[config.mk]
export PLATFORM = sky130hd
export DESIGN_NAME = pw_bit_rx_cell
export DESIGN_NICKNAME = d
export VERILOG_FILES = /design/src/rtl/pw_bit_pkg.sv /design/src/rtl/pw_bit_rx_sync.sv /design/src/rtl/pw_bit_rx_cell.sv
export SDC_FILE = /design/constraint.sdc
export NUM_CORES = 1
export LEC_CHECK = 0
export CORE_MARGIN = 3
export CORE_UTILIZATION = 48
export DETAILED_ROUTE_END_ITERATION = 7
export GPL_ROUTABILITY_DRIVEN = 0
export PLACE_DENSITY_LB_ADDON = 0.1
export RECOVER_POWER = 100
export SYNTH_ARGS = -nofsm -noshare
export SYNTH_HDL_FRONTEND = slang
export SYNTH_HIERARCHICAL = 1
export SYNTH_SLANG_ARGS = --single-unit
export TNS_END_PERCENT = 50
[constraint.sdc]
create_clock -name aclk -period 2.47 [get_ports aclk]
set_input_delay 0.247 -clock aclk [delete_from_list [all_inputs] [get_ports aclk]]
set_output_delay 0.247 -clock aclk [all_outputs]
set_load 0.02 [all_outputs]
[src/rtl/pw_bit_pkg.sv]
// Shared types for the pulse-width bit link.
// Receive FSM states and synchronizer depth.
package pw_bit_pkg;

  typedef enum logic [1:0] {
    IDLE,
    HIGH,
    LOW,
    STUCK
  } rx_state_t;

  localparam int SYNC_STAGES = 2;

endpackage

[src/rtl/pw_bit_rx_sync.sv]
// rxd synchronizer and edge detector.
// PW_BIT_RX_GLITCH_FILTER_EN adds a 3-sample majority filter (+2 cycles).
module pw_bit_rx_sync
  import pw_bit_pkg::*;
(
  input  logic aclk,
  input  logic aresetn,
  input  logic rxd,
  output logic rxd_s,
  output logic rise,
  output logic fall
);

  logic [SYNC_STAGES-1:0] sync_q;
  logic                   rxd_f;
  logic                   rxd_d;

  // two-flop metastability chain
  always_ff @(posedge aclk) begin
    if (!aresetn) sync_q <= '0;
    else          sync_q <= {sync_q[SYNC_STAGES-2:0], rxd};
  end

`ifdef PW_BIT_RX_GLITCH_FILTER_EN
  logic [1:0] hist_q;
  logic       filt_q;
  logic       s_new;

  assign s_new = sync_q[SYNC_STAGES-1];

  // majority of three consecutive samples, registered
  always_ff @(posedge aclk) begin
    if (!aresetn) begin
      hist_q <= '0;
      filt_q <= 1'b0;
    end else begin
      hist_q <= {hist_q[0], s_new};
      filt_q <= (s_new & hist_q[0]) |
                (s_new & hist_q[1]) |
                (hist_q[0] & hist_q[1]);
    end
  end

  assign rxd_f = filt_q;
`else
  assign rxd_f = sync_q[SYNC_STAGES-1];
`endif

  // one-cycle delayed copy for edge detection
  always_ff @(posedge aclk) begin
    if (!aresetn) rxd_d <= 1'b0;
    else          rxd_d <= rxd_f;
  end

  assign rxd_s = rxd_f;
  assign rise  = rxd_f & ~rxd_d;
  assign fall  = ~rxd_f & rxd_d;

endmodule

[src/rtl/pw_bit_rx_cell.sv]
// Pulse-width bit receiver: decodes rxd into AXI-Stream words.
// Optional glitch filter: PW_BIT_RX_GLITCH_FILTER_EN.
module pw_bit_rx_cell
  import pw_bit_pkg::*;
#(
  parameter int COUNTER_WIDTH        = 32,
  parameter int DATA_AXIS_DATA_WIDTH = 8,
  parameter int CFG_AXIS_DATA_WIDTH  = COUNTER_WIDTH
) (
  input  logic                            aclk,
  input  logic                            aresetn,
  input  logic                            rxd,
  output logic [DATA_AXIS_DATA_WIDTH-1:0] data_m_axis_tdata,
  output logic                            data_m_axis_tlast,
  output logic                            data_m_axis_tvalid,
  input  logic                            data_m_axis_tready,
  input  logic [CFG_AXIS_DATA_WIDTH-1:0]  period,
  input  logic [CFG_AXIS_DATA_WIDTH-1:0]  duty_hi,
  input  logic [CFG_AXIS_DATA_WIDTH-1:0]  duty_lo,
  output logic                            frame_err,
  output logic                            overrun
);

  localparam int CW = COUNTER_WIDTH;
  localparam int DW = DATA_AXIS_DATA_WIDTH;
  localparam int FW = CFG_AXIS_DATA_WIDTH;
  localparam int BW = $clog2(DW + 1);

  rx_state_t state_q, state_d;

  logic          rxd_s, rise, fall;
  logic [CW-1:0] cnt_q;
  logic [FW:0]   thr_q, thr_nxt;
  logic [CW:0]   tmo_q, tmo_nxt;
  logic [CW-1:0] period_ext;
  logic [CW:0]   cnt_ext, thr_ext;
  logic          bit_val, cnt_gt_tmo;

  logic [DW-1:0] shift_q, shift_nxt, pend_q;
  logic          pend_vld_q;
  logic [BW-1:0] bitcnt_q, bitcnt_nxt;
  logic          word_done;

  logic do_latch, do_shift, do_clr;
  logic do_rel, rel_last, err;

  pw_bit_rx_sync u_sync (
    .aclk    (aclk),
    .aresetn (aresetn),
    .rxd     (rxd),
    .rxd_s   (rxd_s),
    .rise    (rise),
    .fall    (fall)
  );

  assign period_ext = CW'(period);
  assign thr_nxt    = ({1'b0, duty_hi} + {1'b0, duty_lo}) >> 1;
  assign tmo_nxt    = {1'b0, period_ext}
                    + {2'b00, period_ext[CW-1:1]};

  assign cnt_ext    = {1'b0, cnt_q};
  assign thr_ext    = (CW+1)'(thr_q);
  assign bit_val    = (cnt_ext >= thr_ext);
  assign cnt_gt_tmo = (cnt_ext > tmo_q);

  assign shift_nxt  = {shift_q[DW-2:0], bit_val};
  assign bitcnt_nxt = bitcnt_q + 1'b1;
  assign word_done  = (bitcnt_nxt == BW'(DW));

  // state register
  always_ff @(posedge aclk) begin
    if (!aresetn) state_q <= IDLE;
    else          state_q <= state_d;
  end

  // next state and per-cycle actions
  always_comb begin
    state_d  = state_q;
    do_latch = 1'b0;
    do_shift = 1'b0;
    do_clr   = 1'b0;
    do_rel   = 1'b0;
    rel_last = 1'b0;
    err      = 1'b0;
    case (state_q)
      IDLE: begin
        if (rise) begin
          state_d  = HIGH;
          do_latch = 1'b1;
          do_rel   = pend_vld_q;
        end
      end
      HIGH: begin
        if (fall) begin
          state_d  = LOW;
          do_shift = 1'b1;
        end else if (cnt_gt_tmo && rxd_s) begin
          state_d = STUCK;
          err     = 1'b1;
          do_clr  = 1'b1;
        end
      end
      LOW: begin
        if (rise) begin
          state_d  = HIGH;
          do_latch = 1'b1;
          do_rel   = pend_vld_q;
        end else if (cnt_gt_tmo) begin
          state_d  = IDLE;
          do_rel   = pend_vld_q;
          rel_last = 1'b1;
          err      = (bitcnt_q != '0);
          do_clr   = 1'b1;
        end
      end
      STUCK: begin
        if (fall) state_d = IDLE;
      end
      default: state_d = IDLE;
    endcase
  end

  // cycles since last rise, saturating
  always_ff @(posedge aclk) begin
    if (!aresetn)          cnt_q <= '0;
    else if (rise)         cnt_q <= CW'(1);
    else if (cnt_q != '1)  cnt_q <= cnt_q + 1'b1;
  end

  // threshold and timeout captured at each accepted rise
  always_ff @(posedge aclk) begin
    if (!aresetn) begin
      thr_q <= '0;
      tmo_q <= '0;
    end else if (do_latch) begin
      thr_q <= thr_nxt;
      tmo_q <= tmo_nxt;
    end
  end

  // bit assembly and pending word
  always_ff @(posedge aclk) begin
    if (!aresetn) begin
      shift_q    <= '0;
      bitcnt_q   <= '0;
      pend_q     <= '0;
      pend_vld_q <= 1'b0;
    end else begin
      if (do_clr) begin
        shift_q  <= '0;
        bitcnt_q <= '0;
      end else if (do_shift) begin
        if (word_done) begin
          pend_q   <= shift_nxt;
          shift_q  <= '0;
          bitcnt_q <= '0;
        end else begin
          shift_q  <= shift_nxt;
          bitcnt_q <= bitcnt_nxt;
        end
      end
      if (do_rel)
        pend_vld_q <= 1'b0;
      else if (do_shift && word_done)
        pend_vld_q <= 1'b1;
    end
  end

  // AXI-Stream output register and sticky overrun
  always_ff @(posedge aclk) begin
    if (!aresetn) begin
      data_m_axis_tdata  <= '0;
      data_m_axis_tlast  <= 1'b0;
      data_m_axis_tvalid <= 1'b0;
      overrun            <= 1'b0;
    end else if (do_rel &&
                 (!data_m_axis_tvalid || data_m_axis_tready)) begin
      data_m_axis_tdata  <= pend_q;
      data_m_axis_tlast  <= rel_last;
      data_m_axis_tvalid <= 1'b1;
    end else begin
      if (do_rel)
        overrun <= 1'b1;
      if (data_m_axis_tvalid && data_m_axis_tready)
        data_m_axis_tvalid <= 1'b0;
    end
  end

  // registered one-cycle error pulse
  always_ff @(posedge aclk) begin
    if (!aresetn) frame_err <= 1'b0;
    else          frame_err <= err;
  end

endmodule

==> key figures <==
Power and ir drop
  – Net Sw Power: 2320 uW
  – Sequential group share of total power: 32.7%
  – Highest ir drop seen on vdd: 547 uV
  – Part of the power in combinational logic: 33.4%
  – Clock group share of total power: 33.9%
  – Power Density: ~500 mW/mm2
  – Internal power: 4770 uW
  – Switching power as a share of total power: 32.7%
  – Leakage power: around 0.0060 uW

Synth
  – Most area-consuming cells after synthesis: dfxtp_1 (27%), ha_1 (17%), a21oi_1 (6.7%), nand2_1 (6.2%), nor2_1 (4.0%)
  – Cell with the most instances after synthesis: nand2_1
  – Synth Instances: 1257
  – Register bit count reported by yosys: 134
  – Syn Std Cell Area: between 0.009 and 0.01 mm2
  – Count of unique library cells instantiated by Yosys: 74
  – Number of enable-type register cells in the synthesized netlist: 0
  – Area share of xor/xnor cells in the synthesized design: 6.88%
  – Area share of fa/ha/maj cells after synthesis: 17.9%
  – Avg Inst Size Synth: 7.80 um2
  – Sequential area share after synthesis: 27.4%
  – Synthesized-area fraction occupied by and/or/nand/nor cells: 20.8%
  – Prevailing post-synth register cell: dfxtp_1
  – Total number of yosys warnings: 6
  – Fraction of synthesized cell area taken by the top area cell type: 27.4%
  – Synth async-reset ratio: 0%
  – Compound-gate portion of the synthesized area: 20.9%
  – Main combinational cell family by area after synthesis: compound AO/OA/AOI/OAI gates
  – Most frequent cells after synthesis: nand2_1 (163), ha_1 (137), dfxtp_1 (134)
  – Cell taking the most area after synthesis: dfxtp_1
  – Fraction of synthesized area in multiplexers: 1.12%
  – Nets in the synthesized netlist: around 1.5k

Cells and area
  – Number of fillers in the final layout: 1604
  – Layout cell share with drive strength beyond 1: 24.4%
  – Non-Filler Instances: 1852
  – Final net count: 1813
  – Synthesis-to-layout area growth: 44.4%
  – N_diodes: 0

Global routing
  – Global-route usage over all layers: 24.4%
  – Initial antenna violation count: 0
  – Global-route wire length before repair: 44600 um
  – Pin count of the biggest net entering global routing: 70
  – Congestion Overflow GR: 0
  – Via count of the first global-routing pass: 9378

Worst hold path
  – Worst Hold Class: input pin to flip-flop

STA
  – Setup clock skew after layout: 0.00936 ns
  – Worst Setup Slack, final: -0.0873 ns
  – Final hold violations: 0
  – Total count of max-transition violations in the final report: 0
  – Measured slew at the worst slew-check pin: around 0.81 ns
  – Smallest hold slack: 0.316 ns
  – Maximum clock frequency: 391 MHz
  – RSZ-0062 raised after global routing: true
  – Time the final worst path needs with I/O delays and setup: ~2.6 ns
  – Final clock period utilization by the worst path: 104%
  – Final Setup Violations: 4
  – Slew headroom: 46.2%

Drt
  – Antenna violation net count after detailed routing: 0
  – Via count of the routed design: 9931
  – Routed length per placed instance: 15.0 um
  – Detailed-router iteration count before antenna repair: 5
  – Final wirelength: 27800 um
  – DRC violation count after routing: 0
  – Number of DRC markers after the initial detailed-route iteration: 574
  – Via density per instance: 5.36

Floorplanning
  – Floorplan Core Area: roughly 0.020 mm2
  – Height of the die: between 100 and 150 um
  – Std cell rows: 51
  – Floorplan die area: 0.0222 mm2
  – Ports: 112
  – Effective utilization at floorplan: 49.6%
  – Width of the die: approximately 150 um

CTS
  – Num Clock Sinks: 134
  – Deepest level of the CTS H-tree: 4
  – CTS tree: built
  – Clk buf depth: 2
  – Total clock buffers created by CTS: 17
  – Insertion delay of the later-clocked pin in the worst-skew pair: 0.43 ns
  – CTS Root Buffer Type: clkbuf_16
  – CTS clk-pin slew, worst paths: around 0.060 ns

Outcome
  – Violations in the final reports: negative setup slack
  – Outcome: finished with violations

Worst setup path
  – CP required: between 2 and 3 ns
  – Critical path class: flip-flop to flip-flop
  – Arrival time worst endpoint: between 2 and 3 ns
  – Endpoint kind of the worst setup timing path: flip-flop
  – Maximum fanout along the worst path: 2
  – Launching element type of the critical path: flip-flop

Flow run
  – Max-cap violation count: 0

Placed design
  – Inst Count DP: 1804
  – I/O Buffers: 111
  – Post-DP HPWL: 21000 um
==> layout by cell type (no fill, tap or decap), types with 5 or more instances in the layout <==
| master | count |
|---|---|
| dlygate4sd2_1 | 8 |
| mux2i_1 | 11 |
| a31oi_1 | 6 |
| nor2b_1 | 10 |
| nor2_1 | 102 |
| and3_1 | 8 |
| dlymetal6s2s_1 | 6 |
| clkbuf_16 | 17 |
| or3_1 | 11 |
| nand2b_1 | 6 |
| nand4b_1 | 5 |
| o21ai_0 | 49 |
| clkdlybuf4s50_1 | 84 |
| a211oi_1 | 14 |
| o21a_1 | 10 |
| buf_6 | 7 |
| a21oi_1 | 116 |
| dlygate4sd3_1 | 12 |
| inv_6 | 8 |
| nand2_1 | 162 |
| xor2_1 | 41 |
| nand4_1 | 25 |
| o21bai_1 | 5 |
| and2_1 | 8 |
| inv_1 | 86 |
| dfxtp_2 | 16 |
| ha_4 | 24 |
| xnor2_1 | 32 |
| o21ai_1 | 16 |
| a21o_1 | 28 |
| dfxtp_1 | 117 |
| o21ai_2 | 9 |
| nand3_1 | 55 |
| a211oi_2 | 6 |
| o211ai_1 | 11 |
| ha_1 | 110 |
| nor3_1 | 9 |
| buf_4 | 213 |
| a21oi_2 | 14 |
==> layout make-up <==
class	instances	area [um2]	area share, %
Clock buffer	17	425	3.00
Tap cell	265	332	2.34
Clock inverter	15	130	0.919
Sequential cell	134	2710	19.1
Multi-Input combinational cell	995	7380	52.1
Timing Repair Buffer	336	2840	20.1
Inverter	90	338	2.39
==> layer usage <==
metal | vias to the layer above | track usage (%) | wire length (um)
met5 | - | 0 | 0
met4 | 0 | 7.14 | 512
met3 | 38 | 3.80 | 1220
met2 | 222 | 39.4 | 12700
met1 | 4586 | 33.9 | 13400
li1 | 5085 | - | -
==> worst paths after layout <==
path | startpoint | endpoint | slack [ns] | cells past startpoint
max reg2reg | cnt_q[10] | data_m_axis_tlast | -0.09 | 13
min reg2reg | data_m_axis_tdata[1] | data_m_axis_tdata[1] | 0.44 | 2
min | aresetn | pend_vld_q | 0.32 | 2
max | cnt_q[10] | data_m_axis_tlast | -0.09 | 13
==> sequential cells by signal, indices dropped and copies added (netlist names) <==
| register | count |
|---|---|
| state_q | 2 |
| data_m_axis_tdata | 8 |
| data_m_axis_tlast | 1 |
| bitcnt_q | 4 |
| u_sync/rxd_d | 1 |
| frame_err | 1 |
| thr_ext | 32 |
| pend_vld_q | 1 |
| pend_q | 8 |
| u_sync/sync_q | 2 |
| data_m_axis_tvalid | 1 |
| overrun | 1 |
| cnt_q | 32 |
| tmo_q | 33 |
| shift_q | 7 |
==> timing repair <==
| item | in CTS | in global routing |
|---|---|---|
| setup endpoints to repair | 46 | 68 |
| gates resized for setup | 74 | 101 |
| setup buffers | 9 | 7 |
| hold buffers | 0 | 0 |
| pin swaps | 34 | 43 |
| gates cloned | 0 | 2 |
==> critical path, cell delays in order (launching register included) <==
cell and delay [ns]:
dfxtp_2 0.34, buf_6 0.12, ha_4 0.25, nand4_1 0.11
buf_4 0.17, nor4_4 0.21, a221o_1 0.26, nor4_4 0.05
o21ai_2 0.14, buf_4 0.14, a21oi_4 0.06, nor2b_4 0.11
or4b_1 0.45, o21ai_1 0.09
==> cell families (layout without fill, tap and decap cells) <==
logic type | count (synthesis) | after routing
buffers and inverters | 128 | 458
adders and majority gates | 139 | 139
muxes | 11 | 11
AOI/OAI and AO/OA | 331 | 331
and+or+nand+nor | 437 | 437
xor gates and xnor gates | 77 | 77
DFF | 134 | 134
==> power groups by stage <==
stage	Sequential [uW]	Combinational [uW]	Clock (uW)
final	2320	2360	2400
after global routing	2330	2600	2540
after CTS	2320	2230	2440
after detailed placement	2360	2100	0
after global placement	2360	2070	0
after floorplan	2340	1200	0
==> metrics by stage <==
| step | cell area, um2 | TNS, ns | total power (uW) | worst slack (ns) | util, % |
|---|---|---|---|---|---|
| after floorplan | 9810 | 0 | 3540 | 0.0121 | - |
| after global placement | 12700 | -17.84 | 4430 | -0.562 | 64.3 |
| after detailed placement | 12700 | -21.41 | 4470 | -0.659 | 64.3 |
| after CTS | 13700 | -0.0393 | 6980 | -0.0393 | 69.1 |
| after global routing | 14200 | -3.46 | 7470 | -0.229 | 71.6 |
| final | 14200 | -0.111 | 7080 | -0.0873 | 71.6 |
No activity file was read; power rests on OpenSTA's default activity.
